**config.mk**
```make
export PLATFORM = sky130hd
export DESIGN_NAME = stage1_conv3x3
export DESIGN_NICKNAME = d
export VERILOG_FILES = /design/src/rtl/stage_pkg.sv /design/src/rtl/stage1_conv3x3_weight_bank.sv /design/src/rtl/stage1_conv3x3.sv
export SDC_FILE = /design/constraint.sdc
export NUM_CORES = 2
export LEC_CHECK = 0
export CORE_UTILIZATION = 50
export CTS_BUF_LIST = sky130_fd_sc_hd__clkbuf_16
export CTS_CLUSTER_DIAMETER = 30
export DETAILED_ROUTE_END_ITERATION = 8
export PLACE_DENSITY = 0.69
export SYNTH_ARGS = -nofsm -noshare
export SYNTH_HDL_FRONTEND = slang
export SYNTH_SLANG_ARGS = --single-unit
```
**constraint.sdc**
```tcl
create_clock -name clk -period 12.1 [get_ports clk]
set_input_delay 1.815 -clock clk [delete_from_list [all_inputs] [get_ports clk]]
set_output_delay 1.815 -clock clk [all_outputs]
set_load 0.01 [all_outputs]
```
**src/rtl/stage_pkg.sv**
```systemverilog
// Shared widths and helpers for the stage1 3x3 convolution block.
// sat_int clamps a 32-bit signed value to the signed range of an arbitrary width.
package stage_pkg;

    localparam int INT_BITS     = 13;
    localparam int W_BITS       = 8;
    localparam int FRAC_BITS    = 6;
    localparam int TAPS         = 9;
    localparam int CONV_LATENCY = 3;

    function automatic logic signed [31:0] sat_int(input logic signed [31:0] x,
                                                   input int                 bits);
        logic signed [31:0] hi;
        logic signed [31:0] lo;
        hi = (32'sd1 <<< (bits - 1)) - 32'sd1;
        lo = -(32'sd1 <<< (bits - 1));
        if (x > hi) begin
            return hi;
        end
        if (x < lo) begin
            return lo;
        end
        return x;
    endfunction

endpackage

```
**src/rtl/stage1_conv3x3_weight_bank.sv**
```systemverilog
// Serial 9-word weight loader with a shadow bank; the active bank is swapped in
// atomically on the ninth word so the datapath never sees a partial set.
module weight_bank
    import stage_pkg::*;
#(
    parameter int w_bits = W_BITS
) (
    input  logic                          clk,
    input  logic                          reset,
    input  logic [w_bits-1:0]             w_in,
    input  logic                          w_valid,
    output logic [TAPS-1:0][w_bits-1:0]   active,
    output logic                          w_loaded
);

    logic [3:0]        wcnt;
    // The last word goes straight into active, so only eight shadow slots are needed.
    logic [w_bits-1:0] shadow [TAPS-1];

    always_ff @(posedge clk) begin
        if (reset) begin
            wcnt     <= '0;
            w_loaded <= 1'b0;
            active   <= '0;
            for (int i = 0; i < TAPS - 1; i++) begin
                shadow[i] <= '0;
            end
        end else begin
            w_loaded <= 1'b0;
            if (w_valid) begin
                if (wcnt == 4'(TAPS - 1)) begin
                    for (int i = 0; i < TAPS - 1; i++) begin
                        active[i] <= shadow[i];
                    end
                    active[TAPS-1] <= w_in;
                    wcnt           <= '0;
                    w_loaded       <= 1'b1;
                end else begin
                    shadow[wcnt[2:0]] <= w_in;
                    wcnt              <= wcnt + 4'd1;
                end
            end
        end
    end

endmodule

```
**src/rtl/stage1_conv3x3.sv**
```systemverilog
// 3x3 weighted sum of stage0 window taps: multiply, three partial sums, then
// total with round-half-up, arithmetic shift and saturation back to int_bits.
module stage1_conv3x3
    import stage_pkg::*;
#(
    parameter int int_bits  = INT_BITS,
    parameter int w_bits    = W_BITS,
    parameter int frac_bits = FRAC_BITS
) (
    input  logic                           clk,
    input  logic                           reset,
    input  logic                           latency_in,
    input  logic [TAPS-1:0][int_bits-1:0]  in,
    input  logic [w_bits-1:0]              w_in,
    input  logic                           w_valid,
    output logic [int_bits-1:0]            out,
    output logic                           latency_out,
    output logic                           w_loaded
);

    localparam int PROD_W = int_bits + w_bits;
    localparam int SUM_W  = PROD_W + 2;
    localparam int TOT_W  = PROD_W + 4;
    localparam logic signed [TOT_W-1:0] HALF = TOT_W'(1) <<< (frac_bits - 1);

    logic [TAPS-1:0][w_bits-1:0] active;

    logic                     vld_p0;
    logic                     vld_p1;
    logic                     vld_p2;
    logic signed [PROD_W-1:0] prod_p0 [TAPS];
    logic signed [SUM_W-1:0]  psum_p1 [3];
    logic signed [TOT_W-1:0]  sum_total;

    function automatic logic signed [TOT_W-1:0] round_shift(input logic signed [TOT_W-1:0] x);
        return (x + HALF) >>> frac_bits;
    endfunction

    function automatic logic [int_bits-1:0] sat_out(input logic signed [TOT_W-1:0] x);
        return int_bits'(sat_int(32'(x), int_bits));
    endfunction

    weight_bank #(
        .w_bits (w_bits)
    ) u_weight_bank (
        .clk      (clk),
        .reset    (reset),
        .w_in     (w_in),
        .w_valid  (w_valid),
        .active   (active),
        .w_loaded (w_loaded)
    );

    always_comb begin
        sum_total = TOT_W'(psum_p1[0]) + TOT_W'(psum_p1[1]) + TOT_W'(psum_p1[2]);
    end

    always_ff @(posedge clk) begin
        if (reset) begin
            vld_p0 <= 1'b0;
            vld_p1 <= 1'b0;
            vld_p2 <= 1'b0;
            out    <= '0;
            for (int i = 0; i < TAPS; i++) begin
                prod_p0[i] <= '0;
            end
            for (int k = 0; k < 3; k++) begin
                psum_p1[k] <= '0;
            end
        end else begin
            vld_p0 <= latency_in;
            vld_p1 <= vld_p0;
            vld_p2 <= vld_p1;

            // Stage A: per-tap products; weights are sampled here.
            if (latency_in) begin
                for (int i = 0; i < TAPS; i++) begin
                    prod_p0[i] <= PROD_W'($signed(in[i])) * PROD_W'($signed(active[i]));
                end
            end

            // Stage B: one partial sum per window row.
            if (vld_p0) begin
                for (int k = 0; k < 3; k++) begin
                    psum_p1[k] <= SUM_W'(prod_p0[3*k]) + SUM_W'(prod_p0[3*k+1])
                                + SUM_W'(prod_p0[3*k+2]);
                end
            end

            // Stage C: total, round, shift, saturate.
            if (vld_p1) begin
                out <= sat_out(round_shift(sum_total));
            end
        end
    end

    assign latency_out = vld_p2;

endmodule

```
-- Yosys cells after proc, flatten, opt, wreduce, memory -nomap -nowiden
Memory sizes are Yosys's and may differ from the RTL's. A register that Yosys moved wholly into a read port is not among the register bits.
Cells that the tools add are included.
- register bits: 29
- memories kept: 3
- output and inout bits: 15
- memory bits (writable): 322
- word-level logic and storage cells: 88
- input port bits: 129
- memory list (name ; depth ; width ; rd ports ; clocked after memory_dff ; write ports ; RTL line ; RTL):
    prod_p0 ; 9 ; 21 ; 9 ; 0 ; 9 ; stage1_conv3x3.sv:31 ; logic signed [PROD_W-1:0] prod_p0 [TAPS];
    psum_p1 ; 3 ; 23 ; 3 ; 0 ; 3 ; stage1_conv3x3.sv:32 ; logic signed [SUM_W-1:0] psum_p1 [3];
    u_weight_bank.shadow ; 8 ; 8 ; 8 ; 8 ; 8 ; stage1_conv3x3_weight_bank.sv:18 ; logic [w_bits-1:0] shadow [TAPS-1];
- bitwise gates (word level): 13
- muxes and demuxes: 40
- reductions and logical operators: 3
- equal/unequal tests: 1
- multiply operators: 9
- $add $sub $neg: 10
- order comparisons: 2
- operator list (operator ; count):
    $mul 13x8->21 ; 9
    $mux 21 ; 9
    $add 22x21->23 ; 3
    $mux 23 ; 3
    $add 21x21->22 ; 3
    $mux 13 ; 4
    $add 24x23->25 ; 1
    $add 25x7->25 const B ; 1
    $add 23x23->24 ; 1
    $mux 1 ; 21
    $gt 19x13->1 const B ; 1
    $lt 19x13->1 const B ; 1
    $or 1x1->1 ; 12
    $mux 8 ; 1
    $reduce_or 8->1 ; 1
    $add 4x1->4 const B ; 1
    $eq 4x4->1 const B ; 1
    $mux 4 ; 1
    $mux 3 ; 1
    $reduce_and 2->1 ; 1
    $reduce_or 2->1 ; 1
    $not 1->1 ; 1

-- Logic depth before layout (Yosys ltp)
- word-level depth: 12
- mapped depth: 21
- gate-level depth less buffers: 20

-- Modules after synthesis
A second synthesis with hierarchy kept.
- cell total of the unflattened synthesis: 5521
- area, all modules: 53839.1 um^2
- by module, submodules not included (module ; area an instance (um^2) ; seq. area each (um^2) ; times used ; cells an instance):
    stage1_conv3x3 ; 48581.6 ; 8067.7 ; 1 ; 5032
    weight_bank ; 5257.5 ; 3463.3 ; 1 ; 489

-- Least setup slack after synthesis
OpenSTA, ideal clock, no wires.
- path type: input to register
- from: in in[85] (netlist name)
- to: mem prod_p0[0][145] (netlist name), data pin
- setup time: 270 ps
- buffers on the path: 0
- arrival: 5885 ps
- stages on the path: 18
- path slack: 5945 ps
- data required time: 11830 ps
- cells stage by stage: nand2_1 fa_1 fa_1 inv_1 fa_1 inv_1 fa_1 inv_1 ha_1 inv_1 o21ai_0 a21oi_1 o21ai_0 a31oi_1 a211o_1 o21a_1 o21ai_0 or3b_2
- RTL lines (element ; RTL line ; RTL):
    start: declaration ; stage1_conv3x3.sv:13 ; input logic [TAPS-1:0][int_bits-1:0] in,
    end: declaration ; stage1_conv3x3.sv:31 ;

==> results.tsv <==
metric	value	unit
outcome	finished with violations	
violations	DRC	
powerDensity	76.1	mW/mm^2
via_count	36362	
clock.fmax	149	MHz
cts-resized-gates	0	
chipWidth	328	um
critical_path.max_stage_delay	0.54	ns
grt_overflow	0	
coreArea	0.105	mm^2
start_util	0.505	
num_rows	119	
dr.pass1.iters	8	
hold_violations	0	
cts_root_buffer	clkbuf_16	
grtUsageTotal	0.230	
skew	0.0441	ns
vias_per_cell	5.26	
crit_path_start_kind	input port	
drcViolationCount	16	
end_kind	flip-flop	
cp_num_buf_inv	3	
reg2reg_depth	18	
die_h	328	um
power	4470	uW
period_share	0.554	
cpMostUsedCell	fa_1	
tightest_slew	1.20	ns
finalSetupViolCount	0	
leakage	0.0260	uW
pin_count	144	
fillers	9131	
critPathKind	input port to flip-flop	
nNetsFinal	6892	
grt_max_degree	73	
drv_slew	0	
cts_buffers	81	
post_cts_buffers	0	
wirelength	119	mm
clk_latency	0.62	ns
async_reset_ff_frac	0	
relSlewSlack	0.192	
synth_area	0.0532	mm^2
drive_above_1_share	0.0359	
hold_depth	1	
multi_input_area	0.0372	mm^2
required	12.42	ns
final_cell_mix	inv_1, fa_1, and2_1	
tns	0	ns
ys_seq_area_frac	0.217	
grt_first_pass_wirelength	197	mm
ir_worst_vdd	106	uV
portBuffers	143	
synth_seq_cells	415	
drv_cap	0	
antenna_left	0	
cts.path.max_buffers	3	
critical_path_arrival	7.02	ns
crit_slowest_cell	clkdlybuf4s50_1	
path_cells	clkdlybuf4s50_1 > and2_1 > fa_1 > inv_1 > fa_1 > fa_1 > fa_1 > inv_1 > ha_1 > nor2b_1 > o21ai_0 > a21boi_0 > o21ai_0 > a21boi_0 > o2111ai_1 > a31oi_1 > a311oi_1 > xnor2_1 > nor2_1	
rsz0062_at_grt	false	
synth_warnings	0	
min_path_type	flip-flop to flip-flop	
holdBufCountCts	0	
ys.flop_type	edfxtp_1	
htree_levels	3	
crit_fanout	8	
clk_pin_slew	0.06	ns
postSynthAreaPerCell	9.96	um^2
synth_edf_count	322	
regArea	0.0115	mm^2
syn_nets	6780	
synth.distinct_cells	74	
cts.sinks	415	
utilization	0.558	
globalplace.congestion	0.885	
grt_pass1_vias	37729	
hold_start	u_weight_bank.shadow[0][6]	
min_to	u_weight_bank.active[6]	
wl_per_cell	17.2	um
period_needed	6.71	ns
syn_inst	5338	
antenna_found_initial	10	
reg2reg_slack	6.55	ns
rr_endpoint	prod_p0[0][186]	
crit_family	adder cells	
rr_startpoint	u_weight_bank.active[70]	
tritoncts	yes	
die_area	0.108	mm^2
syn2layout_area_growth	10.6	%
dp_hpwl	95.3	mm
final_common_cell	inv_1	
drtIter0Drc	2430	
routing by layer:
layer  up-vias  global-route usage  routed length [um]
li1      17143                   -                   -
met1     18277               0.325               53700
met2       795               0.383               57300
met3       141              0.0252                5530
met4         6              0.0533                2550
met5         -                   0                  44
registers in the layout (all words and copies together), names as in the netlist:
signal                  flops
psum_p1                    69
latency_out                 1
vld_p1                      1
vld_p0                      1
u_weight_bank.shadow       64
u_weight_bank.w_loaded      1
out                        13
prod_p0                   189
u_weight_bank.wcnt          4
u_weight_bank.active       72
worst max path at each step:
stage / slack, ns / to / start / cells after the start
2_1_floorplan: 5.94 / prod_p0[0][145] / in[85] / 18
3_3_place_gp: 5.02 / prod_p0[0][186] / in[107] / 19
3_5_place_dp: 4.89 / prod_p0[0][20] / in[1] / 18
4_1_cts: 5.45 / prod_p0[0][188] / in[107] / 18
5_1_grt: 5.13 / prod_p0[0][188] / in[107] / 18
6_report: 5.39 / prod_p0[0][186] / in[107] / 19
power breakdown:
part,switching (uW),internal (uW),total [uW]
sequential,49.1,1600,1650
clock,819,1420,2240
combinational,350,235,584
synthesized netlist by cell type, types with 18 or more instances:
| cell | number | area share |
|---|---|---|
| nor2b_1 | 35 | 0.0041 |
| nand3_1 | 48 | 0.0045 |
| ha_1 | 460 | 0.11 |
| nand2b_1 | 128 | 0.015 |
| nor4_1 | 18 | 0.0021 |
| nand4_1 | 18 | 0.0021 |
| xor2_1 | 67 | 0.011 |
| and3_1 | 31 | 0.0036 |
| clkbuf_1 | 128 | 0.0090 |
| and2_1 | 650 | 0.076 |
| a21o_1 | 53 | 0.0075 |
| edfxtp_1 | 322 | 0.18 |
| nor2_1 | 236 | 0.017 |
| fa_1 | 853 | 0.32 |
| inv_1 | 1058 | 0.075 |
| a31oi_1 | 31 | 0.0036 |
| xnor2_1 | 122 | 0.020 |
| or3_1 | 24 | 0.0028 |
| dfxtp_1 | 93 | 0.035 |
| o21ai_0 | 106 | 0.010 |
| nand2_1 | 356 | 0.025 |
| a22o_1 | 75 | 0.012 |
| or2_2 | 23 | 0.0027 |
| a21oi_1 | 135 | 0.013 |
| nor3_1 | 88 | 0.0083 |
worst register-to-register path, stage by stage (launching register included):
cell       delay [ns]
dfxtp_1          0.76
nand2_1          0.17
fa_1             0.54
fa_1             0.50
inv_1            0.05
fa_1             0.48
inv_1            0.06
fa_1             0.49
inv_1            0.05
ha_1             0.27
o21ai_0          0.10
a21boi_0         0.15
o21ai_0          0.26
a21boi_0         0.19
o2111ai_1        0.28
a31oi_1          0.18
a311oi_1         0.49
xnor2_1          0.18
nor2_1           0.06
cell families after synthesis:
kind of cell    Yosys count  share of synthesized area
simple gates           1672                      0.166
fa+ha+maj              1313                      0.429
buf+inv                1190                     0.0843
compound gates          556                     0.0718
flops                   415                      0.217
xor+xnor                189                     0.0311
mux                       3                   0.000588
through the flow:
stage,setup slack [ns],hold slack (ns),cells,cell area (um^2)
floorplan,5.94,0.436,5338,53200
global placement,5.02,0.437,6758,56000
detailed placement,4.89,0.441,6758,56000
CTS,5.45,0.427,6908,58800
global route,5.13,0.461,6909,58800
finish,5.39,0.431,6909,58800
final cells by class:
type                    count  area share
diodes                      1   0.0000426
clock buffers              84      0.0357
inverters                1058      0.0675
clock inverters            66      0.0119
multi-input cells        3733       0.633
flip-flops and latches    415       0.196
repair buffers            161      0.0266
well taps                1391      0.0296
Power figures use the tool's default switching activity.
